`config.mk`:
```
export PLATFORM = sky130hd
export DESIGN_NAME = serial_subtractor
export DESIGN_NICKNAME = d
export VERILOG_FILES = /design/src/rtl/serial_subtractor.sv
export SDC_FILE = /design/constraint.sdc
export NUM_CORES = 1
export LEC_CHECK = 0
export CAP_MARGIN = 20
export CELL_PAD_IN_SITES_DETAIL_PLACEMENT = 0
export CELL_PAD_IN_SITES_GLOBAL_PLACEMENT = 1
export CORE_MARGIN = 1
export CORE_UTILIZATION = 40
export DETAILED_ROUTE_END_ITERATION = 10
export PLACE_DENSITY_LB_ADDON = 0.12
export SLEW_MARGIN = 20
export SYNTH_ARGS = -nofsm -noshare
export SYNTH_HDL_FRONTEND = slang
export SYNTH_SLANG_ARGS = --single-unit
export TNS_END_PERCENT = 20
```
`constraint.sdc`:
```
create_clock -name clk -period 3.25 [get_ports clk]
set_clock_uncertainty 0.15 [all_clocks]
set_input_delay 0.8125 -clock clk [delete_from_list [all_inputs] [get_ports clk]]
set_output_delay 0.8125 -clock clk [all_outputs]
set_load 0.05 [all_outputs]
```
`src/rtl/serial_subtractor.sv`:
```
// serial_subtractor: computes a - b - bin over WIDTH bits, BITS_PER_CYCLE bits per clock.
// Define SERIAL_SUB_SAT_EN to clamp diff to 0 when the final borrow is set.
module serial_subtractor #(
    parameter int WIDTH          = 8,
    parameter int BITS_PER_CYCLE = 1
) (
    input  logic             clk,
    input  logic             rst,
    input  logic             start,
    input  logic [WIDTH-1:0] a,
    input  logic [WIDTH-1:0] b,
    input  logic             bin,
    output logic             busy,
    output logic             done,
    output logic [WIDTH-1:0] diff,
    output logic             borrow
);
    localparam int K  = BITS_PER_CYCLE;
    localparam int N  = WIDTH / K;
    localparam int CW = (N > 1) ? $clog2(N) : 1;

    generate
        if (WIDTH < 1 || K < 1 || (WIDTH % K) != 0) begin : g_bad_cfg
            $error("serial_subtractor: BITS_PER_CYCLE must divide WIDTH");
        end
    endgenerate

    typedef enum logic {IDLE, RUN} state_t;

    state_t           r_state;
    state_t           w_next;
    logic [CW-1:0]    r_cnt;
    logic [WIDTH-1:0] r_a;
    logic [WIDTH-1:0] r_b;
    logic [WIDTH-1:0] r_res;
    logic [WIDTH-1:0] r_diff;
    logic             r_br;
    logic             r_borrow;
    logic             r_done;
    logic [K-1:0]     w_sa;
    logic [K-1:0]     w_sb;
    logic [K-1:0]     w_d;
    logic             w_bo;
    logic             w_last;
    logic [WIDTH-1:0] w_res;
    logic [WIDTH-1:0] w_fin;

    assign w_sa   = r_a[r_cnt*K +: K];
    assign w_sb   = r_b[r_cnt*K +: K];
    assign w_last = (r_cnt == CW'(N - 1));

    // Ripple the borrow through the slice, one full subtractor per bit.
    always_comb begin
        w_d  = '0;
        w_bo = r_br;
        for (int i = 0; i < K; i++) begin
            w_d[i] = w_sa[i] ^ w_sb[i] ^ w_bo;
            w_bo   = (~w_sa[i] & w_sb[i]) | (~(w_sa[i] ^ w_sb[i]) & w_bo);
        end
    end

    always_comb begin
        w_res = r_res;
        w_res[r_cnt*K +: K] = w_d;
    end

`ifdef SERIAL_SUB_SAT_EN
    assign w_fin = w_bo ? '0 : w_res;
`else
    assign w_fin = w_res;
`endif

    always_ff @(posedge clk) begin
        if (rst) r_state <= IDLE;
        else     r_state <= w_next;
    end

    always_comb begin
        w_next = (r_state == IDLE) ? (start ? RUN : IDLE) : (w_last ? IDLE : RUN);
    end

    always_comb begin
        busy   = (r_state == RUN);
        done   = r_done;
        diff   = r_diff;
        borrow = r_borrow;
    end

    always_ff @(posedge clk) begin
        if (rst) begin
            r_cnt    <= '0;
            r_a      <= '0;
            r_b      <= '0;
            r_res    <= '0;
            r_br     <= 1'b0;
            r_diff   <= '0;
            r_borrow <= 1'b0;
            r_done   <= 1'b0;
        end else begin
            r_done <= 1'b0;
            if (r_state == IDLE && start) begin
                r_a   <= a;
                r_b   <= b;
                r_br  <= bin;
                r_cnt <= '0;
            end else if (r_state == RUN) begin
                r_res <= w_res;
                r_br  <= w_bo;
                r_cnt <= w_last ? '0 : r_cnt + 1'b1;
                if (w_last) begin
                    r_diff   <= w_fin;
                    r_borrow <= w_bo;
                    r_done   <= 1'b1;
                end
            end
        end
    end
endmodule

```
==> impl_metrics.ini, run 1 <==
[clock_tree]
root_buffer = clkbuf_8
cts_buffer_depth = 2
cts_max_level = 2
cts_tree = done
clk_pin_slew_worst_paths_ps = 80
cts_sinks = 39
holdBufCountCts = 0
cts_resized = 0
post-cts-setup-buffers = 0
clk_latency_ps = 290
cts-buffers-inserted = 5

[synth]
ys_ff_latch = 39
syn-cell-area_um2 = 1940
ys.warnings.count = 0
synth.net_count = 241
synthArstFlopShare_pct = 0
synth_cell_types = 40
synth-main-ff-cell = dfxtp_1
yosysSeqAreaShare_pct = 40.3
syn_area_per_cell_um2 = 8.97
synthesis.instances = 216
synth_edf_count = 0

[critical_path]
cp-startpoint = r_cnt[0]$_SDFFE_PP0P_
r2r-start = r_cnt[0]$_SDFFE_PP0P_
worst_setup_path_end_kind = register
critPathKind = reg2reg
cp_data_arrival_time_ps = 3100
required_ps = 3330
critPathLaunchType = register
path_max_fanout = 10

[final_layout]
finalNetCount = 264
diodes = 0
syn2layout_area_growth_pct = 19.5
drive_above_1_share_pct = 8.79
multi_input_area_um2 = 1020
regArea_um2 = 781
n_fill_cell = 447

[floorplan]
boundaryPins = 31
die_w_um = 71.6
core_area_um2 = 4500
initial_core_util_pct = 43.0
num_rows = 24
die_h_um = 71.6
dieArea_um2 = 5130

[sta]
period_minus_slack_ps = 3020
setup_viol = 0
hold_violations = 0
slew_headroom_pct = 56.1
tightest_slew_ps = 659
fmax_ghz = 0.331
rsz0062_at_grt = no
finalSetupTns_ps = 0
final_max_slew_viol_count = 0
finalCritPeriodShare_pct = 92.9

[drt]
via_per_inst = 5.42
dr.first_iter.drc_count = 49
remaining_drc_errors = 0
ant_nets = 0
drtPass1Iterations = 4
wl_per_cell_um = 14.5
num_vias = 1578
wl_um = 4230

[grt]
grt_max_degree = 40
grt_pass1_wl_um = 7010
grt_antenna_before_repair = 0
grt.overflow.total = 0
grt_pass1_vias = 1434
gr-usage-all-layers_pct = 17.7

[pwr]
p_leak_nw = 0.800
net-switching-power_w = 0.000263
p_clk_share_pct = 33.3
netSwitchingFraction_pct = 26.5
intPower_w = 0.000730
p_seq_share_pct = 50.9
p_comb_share_pct = 15.8
powerDensity_nw_per_um2 = 429
finalPower_w = 0.000993
ir_worst_vdd_mv = 0.193

[run]
maxCapViolations = 0

[place]
hpwl_um = 2950
place.gp.congestion = 0.877
io_buffers = 30

[worst_hold_path]
hp-class = reg2reg
hp-start = r_b[4]$_SDFFE_PP0P_

[outcome]
status = finished clean
## cells in the mapped netlist, types with 4 or more instances
cell,count,area share (%)
mux2i_1,8,4.1
nand2_1,37,7.2
dfxtp_1,39,40
a311oi_1,4,1.8
or3_1,4,1.3
buf_2,9,2.3
a211oi_1,7,2.7
ha_1,4,2.6
nor2_1,13,2.5
nand2b_1,9,2.9
a21oi_1,24,6.2
inv_1,6,1.2
nor2b_1,4,1.3
nand4_1,5,1.6
## kinds of logic after synthesis
group | Yosys count | synth area share (%)
AOI/OAI and AO/OA | 47 | 16.1
adders and majority gates | 5 | 3.62
buffers and inverters | 26 | 6.97
DFF | 39 | 40.3
muxes | 12 | 8.97
and+or+nand+nor | 87 | 24.1
## final timing paths
path / cells past startpoint / endpoint / slack, ps
hold / removal: 2 / r_b[4]$_SDFFE_PP0P_ / 310
hold reg to reg: 2 / r_b[4]$_SDFFE_PP0P_ / 310
setup reg to reg: 7 / r_res[4]$_SDFFE_PP0P_ / 230
setup / recovery: 7 / r_res[4]$_SDFFE_PP0P_ / 230
## placed cells by master (no fill, tap or decap), types with 2 or more instances in the layout
master           count
o21ai_0              3
clkdlybuf4s50_1     30
o41ai_1              3
nand2b_1             9
a311oi_1             4
nand2_1             37
and4bb_1             2
o31ai_1              2
inv_2                2
nor2b_1              4
nor3b_1              3
ha_1                 4
mux4_2               3
nor2_1              13
clkbuf_8             6
a211oi_1             7
inv_1                6
a21oi_1             24
dfxtp_1             39
mux2i_1              8
nor3_1               2
buf_4                4
nand4_1              5
or3_1                4
## layer usage
metal | global-route usage, % | part of all wire (%) | vias to the layer above
met5 | 0 | 0 | -
met4 | 5.66 | 1.6 | 0
met3 | 6.05 | 4.4 | 9
met2 | 26.4 | 44 | 37
met1 | 24.2 | 50 | 729
li1 | - | - | 803
## critical path, cell delays in order (launching register included)
cell     delay, ps
dfxtp_1        520
mux4_1         610
nand2_1         90
nand2_1         70
fa_1           730
inv_1          140
or4_1          530
a21oi_1        130
## area by class of cell
class / instances / share of cell area (%)
Clock buffer: 6 / 3.57
Clock inverter: 1 / 0.216
Inverter: 8 / 1.30
Multi-Input combinational cell: 151 / 44.1
Sequential cell: 39 / 33.7
Tap cell: 52 / 2.81
Timing Repair Buffer: 34 / 14.3
## stage by stage
stage,setup WS (ps),hold slack [ps],instances,utilization [%],instance area [um2]
global placement,335,291,284,49.5,2230
global route,65.7,331,291,51.4,2320
finish,229,307,291,51.4,2320
floorplan,576,282,216,-,1940
detailed placement,257,298,284,49.5,2230
CTS,221,308,291,51.4,2320
## power by group through the flow
stage	registers (W)	clock network [W]	logic, W
after floorplan	0.000516	0	0.000111
after global placement	0.000517	0	0.000150
after detailed placement	0.000517	0	0.000156
after CTS	0.000506	0.000339	0.000157
after global routing	0.000508	0.000365	0.000171
final	0.000506	0.000331	0.000157
## sequential cells by signal, indices dropped and copies added, names as in the netlist
register  cells
diff          8
r_a           8
r_b           8
r_res         8
r_cnt         3
borrow        1
busy          1
done          1
r_br          1
Note: power is estimated with default switching activity, not from simulation.
==> run 2, diff against run 1 <==
--- a/config.mk
+++ b/config.mk
@@ -10,6 +10,7 @@
 export CELL_PAD_IN_SITES_GLOBAL_PLACEMENT = 1
 export CORE_MARGIN = 1
 export CORE_UTILIZATION = 40
+export CTS_BUF_LIST = sky130_fd_sc_hd__clkbuf_16
 export DETAILED_ROUTE_END_ITERATION = 10
 export PLACE_DENSITY_LB_ADDON = 0.12
 export SLEW_MARGIN = 20
==> run 2 against run 1 <==
Compared with the run above:
- register-to-register slack got worse by 20 ps
- final area increased by 2.0%
- largest cell class unchanged
- critical path type unchanged
- hold slack got worse by 3.2 ps
- largest power group unchanged
==> impl_metrics.ini, run 2 (synthesis results as in run 1) <==
[grt]
gr-usage-all-layers_pct = 17.7
grt.overflow.total = 0
grt_max_degree = 40
grt_antenna_before_repair = 0
grt_pass1_wl_um = 6980
grt_pass1_vias = 1424

[final_layout]
stdcell_area_um2 = 2360
diodes = 0
finalNetCount = 264
syn2layout_area_growth_pct = 21.9
final_common_cell = dfxtp_1
drive_above_1_share_pct = 8.37
most-common-layout-cells = dfxtp_1, nand2_1, clkdlybuf4s50_1

[drt]
drtPass1Iterations = 4
wl_per_cell_um = 14.6
remaining_drc_errors = 0
dr.first_iter.drc_count = 53
wl_um = 4260
via_per_inst = 5.46
ant_nets = 0
num_vias = 1588

[clock_tree]
root_buffer = clkbuf_16
cts_max_level = 2
clk_latency_ps = 280
cts_buffer_depth = 2
post-cts-setup-buffers = 0
cts_sinks = 39
cts-buffers-inserted = 5
clk_pin_slew_worst_paths_ps = 50
cts_resized = 0
holdBufCountCts = 0
cts_tree = done

[sta]
setup_ws_ps = 210
slew_headroom_pct = 54.6
setup_viol = 0
whs_ps = 303
final_max_slew_viol_count = 0
finalSetupTns_ps = 0
hold_violations = 0
rsz0062_at_grt = no
fmax_ghz = 0.329
finalCritPeriodShare_pct = 93.5
tightest_slew_ps = 681
period_minus_slack_ps = 3040

[worst_hold_path]
min_path_cells = 2
hp-class = reg2reg

[critical_path]
path_buf_inv = 1
worstPathCellList = mux4_1 -> nand2_1 -> nand2_1 -> fa_1 -> inv_1 -> or4_1 -> a21oi_1
r2r_cells = 7
worst_setup_path_end_kind = register
critPathLaunchType = register
cp_data_arrival_time_ps = 3100
cp_top_family = adder cells
critPathKind = reg2reg
required_ps = 3310
cp_common_cell = nand2_1
slowest_delay_ps = 740
path_depth = 7
slowest_stage = fa_1
path_max_fanout = 10

[place]
place_area_um2 = 2230
place.gp.congestion = 0.877
pre_cts_ws_ps = 257
hpwl_um = 2950
io_buffers = 30

[floorplan]
boundaryPins = 31
die_h_um = 71.6
dieArea_um2 = 5130
die_w_um = 71.6
core_area_um2 = 4500
initial_core_util_pct = 43.0
num_rows = 24

[pwr]
p_leak_nw = 0.820
powerDensity_nw_per_um2 = 472
ir_worst_vdd_mv = 0.275

[outcome]
status = finished clean

[run]
maxCapViolations = 0
-- run 2: cell count changes in the layout (fill, tap and decap cells not counted) --
cell,before,now
clkbuf_8,6,0
clkbuf_16,0,5
clkinv_1,0,1
-- run 2: worst paths after layout --
kind	startpoint	endpoint	slack [ps]
max	r_cnt[0]$_SDFFE_PP0P_	r_res[4]$_SDFFE_PP0P_	210
min	r_b[4]$_SDFFE_PP0P_	r_b[4]$_SDFFE_PP0P_	300
max reg2reg	r_cnt[0]$_SDFFE_PP0P_	r_res[4]$_SDFFE_PP0P_	210
min reg2reg	r_b[4]$_SDFFE_PP0P_	r_b[4]$_SDFFE_PP0P_	300
-- run 2: layout make-up --
cell class	instances	area (um2)
fill	435	2140
inverter	8	30.0
clock inverter	2	8.76
multi-input combinational	151	1020
sequential	39	781
tap	52	65.1
clock buffer	5	125
timing repair buffer	34	330
-- run 2: report_power, final --
group          leakage, nW  total, W  internal [W]  switching (W)
clock               0.0671  0.000452      0.000275       0.000177
sequential           0.317  0.000507      0.000495      0.0000117
combinational        0.435  0.000157     0.0000693      0.0000876
total                0.820   0.00112      0.000840       0.000276
-- run 2: worst min-delay path: cells and delay by family, from the launching register on --
family / cells / cell delay [ps]
DFF: 1 / 300
and+or+nand+nor: 1 / 50
AOI/OAI and AO/OA: 1 / 50
-- run 2: metal layers --
metal	track usage [%]	share of wire, %
met2	26.3	45
met5	0	0
met3	6.05	3.8
met1	24.3	49
met4	5.66	1.4
-- run 2: metrics by stage --
stage          total power (W)  instances  utilization, %
6_report               0.00112        291            52.4
3_5_place_dp          0.000673        284            49.5
3_3_place_gp          0.000667        284            49.5
2_1_floorplan         0.000626        216               -
5_1_grt                0.00117        291            52.4
4_1_cts                0.00113        291            52.4
==> run 3, diff against run 2 <==
--- a/config.mk
+++ b/config.mk
@@ -5,11 +5,12 @@
 export SDC_FILE = /design/constraint.sdc
 export NUM_CORES = 1
 export LEC_CHECK = 0
+export ABC_AREA = 1
 export CAP_MARGIN = 20
 export CELL_PAD_IN_SITES_DETAIL_PLACEMENT = 0
 export CELL_PAD_IN_SITES_GLOBAL_PLACEMENT = 1
 export CORE_MARGIN = 1
-export CORE_UTILIZATION = 40
+export CORE_UTILIZATION = 39
 export CTS_BUF_LIST = sky130_fd_sc_hd__clkbuf_16
 export DETAILED_ROUTE_END_ITERATION = 10
 export PLACE_DENSITY_LB_ADDON = 0.12
==> run 3 against run 2 <==
Compared with the run above:
- final cell count increased by 21%
- clock power increased by 2%
- total power increased by 3.7%
- wire length decreased by 4.8%
- non-clock buffer count decreased by 1
- synthesized area increased by 0.97%
- final area increased by 1.1%
- die area increased by 3.5%
- first-iteration DRC count increased by 15%
- sequential share of layout area decreased by 0.36 points
- sequential power increased by 3%
- critical path type unchanged
- largest power group unchanged
==> impl_metrics.ini, run 3 <==
[floorplan]
boundaryPins = 31
num_rows = 25
die_w_um = 72.8
dieArea_um2 = 5300
initial_core_util_pct = 40.9
die_h_um = 72.8
core_area_um2 = 4790

[clock_tree]
cts_tree = done
post-cts-setup-buffers = 0
holdBufCountCts = 0
cts-buffers-inserted = 5
cts_sinks = 39
cts_buffer_depth = 2
cts_max_level = 2
clk_pin_slew_worst_paths_ps = 60
cts_resized = 0
clk_latency_ps = 280
root_buffer = clkbuf_16

[synth]
syn-cell-area_um2 = 1960
yosys.cell_count.top_type = nor2_1
synth_cell_types = 28
synth_top_area_cell = dfxtp_1
synthArstFlopShare_pct = 0
synth_top_family_by_area = simple AND/OR/NAND/NOR gates
synth_commonest_cells = nor2_1, dfxtp_1, inv_1, nand2_1, nand3_1
yosysSeqAreaShare_pct = 39.9
synth_xor_area_share_pct = 0
synth.top_cells.by_area = dfxtp_1, nor2_1, nand3_1, buf_6, inv_1
synth_compound_area_share_pct = 16.9
synth.net_count = 280
syn_area_per_cell_um2 = 7.67
synthesis.instances = 255
synth_edf_count = 0
ys.warnings.count = 0
synth-main-ff-cell = dfxtp_1
synth-simple-area-share_pct = 26.5
synth.area.mux_share_pct = 0
yosys.area.top_type_share_pct = 39.9
synth_fa_ha_area_share_pct = 3.58
ys_ff_latch = 39

[pwr]
p_leak_nw = 1.04
finalPower_w = 0.00116
powerDensity_nw_per_um2 = 484
ir_worst_vdd_mv = 0.296

[sta]
finalSetupTns_ps = 0
fmax_ghz = 0.403
finalCritPeriodShare_pct = 76.3
slew_headroom_pct = 66.6
period_minus_slack_ps = 2480
rsz0062_at_grt = no
setup_ws_ps = 771
tightest_slew_ps = 500
final_max_slew_viol_count = 0
hold_violations = 0
setup_viol = 0

[critical_path]
path_max_fanout = 16
slowest_stage = fa_1
worst_setup_path_end_kind = register
worstPathCellList = buf_4 -> inv_2 -> o21ai_0 -> o22ai_1 -> nand2_1 -> o211ai_1 -> fa_1 -> nand2_2 -> nor2_4 -> nand3_1 -> nand3_1 -> o211ai_1 -> inv_1
cp_data_arrival_time_ps = 2550
r2r-start = r_cnt[0]$_SDFFE_PP0P_
required_ps = 3320
worst_r2r_endpoint = r_res[5]$_SDFFE_PP0P_
critPathLaunchType = register
slowest_delay_ps = 570
r2r_setup_slack_ps = 770
critPathKind = reg2reg
r2r_cells = 13

[final_layout]
finalNetCount = 308
drive_above_1_share_pct = 12.0
final_common_cell = nor2_1
diodes = 0
syn2layout_area_growth_pct = 22.1
n_fill_cell = 472
most-common-layout-cells = nor2_1, dfxtp_1, clkdlybuf4s50_1

[drt]
via_per_inst = 4.63
remaining_drc_errors = 0
num_vias = 1625
drtPass1Iterations = 4
wl_per_cell_um = 11.6
ant_nets = 0
wl_um = 4060
dr.first_iter.drc_count = 61

[place]
place.gp.congestion = 0.762
hpwl_um = 2820
io_buffers = 30
pre_cts_ws_ps = 766

[worst_hold_path]
hp-class = reg2reg
min_path_cells = 2
hp-start = r_res[5]$_SDFFE_PP0P_
min_to = r_res[5]$_SDFFE_PP0P_

[grt]
grt_pass1_vias = 1411
grt_pass1_wl_um = 6860
grt_antenna_before_repair = 0
gr-usage-all-layers_pct = 17.1
grt.overflow.total = 0
grt_max_degree = 29

[outcome]
status = finished clean

[run]
maxCapViolations = 0
run 3: changes by cell type in the layout (fill, tap and decap cells not counted), moves of 7 or more:
cell / delta
o21ai_1: +17
nor2_1: +37
o211ai_1: +10
inv_2: +7
nand2b_1: -9
a211oi_1: -7
nand3_1: +19
o21ai_0: +10
a21oi_1: -14
inv_1: +19
mux2i_1: -8
nand2_1: -14
run 3: final cells by class:
type | count | area (um2) | area share [%]
Multi-Input combinational cell | 170 | 920 | 38.5
Tap cell | 67 | 83.8 | 3.51
Clock buffer | 5 | 125 | 5.24
Sequential cell | 39 | 781 | 32.7
Timing Repair Buffer | 33 | 323 | 13.5
Clock inverter | 3 | 12.5 | 0.524
Inverter | 34 | 144 | 6.02
run 3: power breakdown:
group	internal (W)	switching, W	leakage (nW)
combinational	0.0000738	0.000101	0.643
sequential	0.000507	0.0000143	0.320
clock	0.000277	0.000182	0.0762
total	0.000858	0.000298	1.04
run 3: critical path: cells and delay by family (launching register included):
kind	cells	cell delay [ps]
and+or+nand+nor	5	500
buffers and inverters	3	430
DFF	1	300
AOI/OAI and AO/OA	4	460
adders and majority gates	1	570
run 3: worst max-delay path by stage:
stage	startpoint	slack (ps)	cells past startpoint	end
after floorplan	r_cnt[0]$_SDFFE_PP0P_	1090	13	diff[7]$_SDFFE_PP0P_
after global placement	r_cnt[0]$_SDFFE_PP0P_	830	13	r_res[5]$_SDFFE_PP0P_
after detailed placement	r_cnt[0]$_SDFFE_PP0P_	770	13	r_res[5]$_SDFFE_PP0P_
after CTS	r_cnt[0]$_SDFFE_PP0P_	740	13	r_res[5]$_SDFFE_PP0P_
after global routing	r_cnt[0]$_SDFFE_PP0P_	490	13	r_res[5]$_SDFFE_PP0P_
final	r_cnt[0]$_SDFFE_PP0P_	770	13	r_res[5]$_SDFFE_PP0P_
run 3: cell families after synthesis:
family	after synthesis
AO/OA/AOI/OAI	56
adder cells (fa/ha/maj)	5
buffers and inverters	46
flip-flops	39
AND/OR/NAND/NOR	109
run 3: layer usage:
layer  GRT usage, %  vias to the layer above  share of wire (%)
met1           25.2                      702                 55
met5              0                        -                  0
met4           7.19                        0                1.3
li1               -                      892                  -
met3           4.70                        4                4.3
met2           23.2                       27                 39
run 3: stage by stage:
step           utilization, %  hold slack (ps)  cells  cell area (um2)
2_1_floorplan               -              300    255             1960
3_3_place_gp             47.0              317    343             2250
3_5_place_dp             47.0              318    343             2250
4_1_cts                  49.9              329    351             2390
5_1_grt                  49.9              360    351             2390
6_report                 49.9              324    351             2390
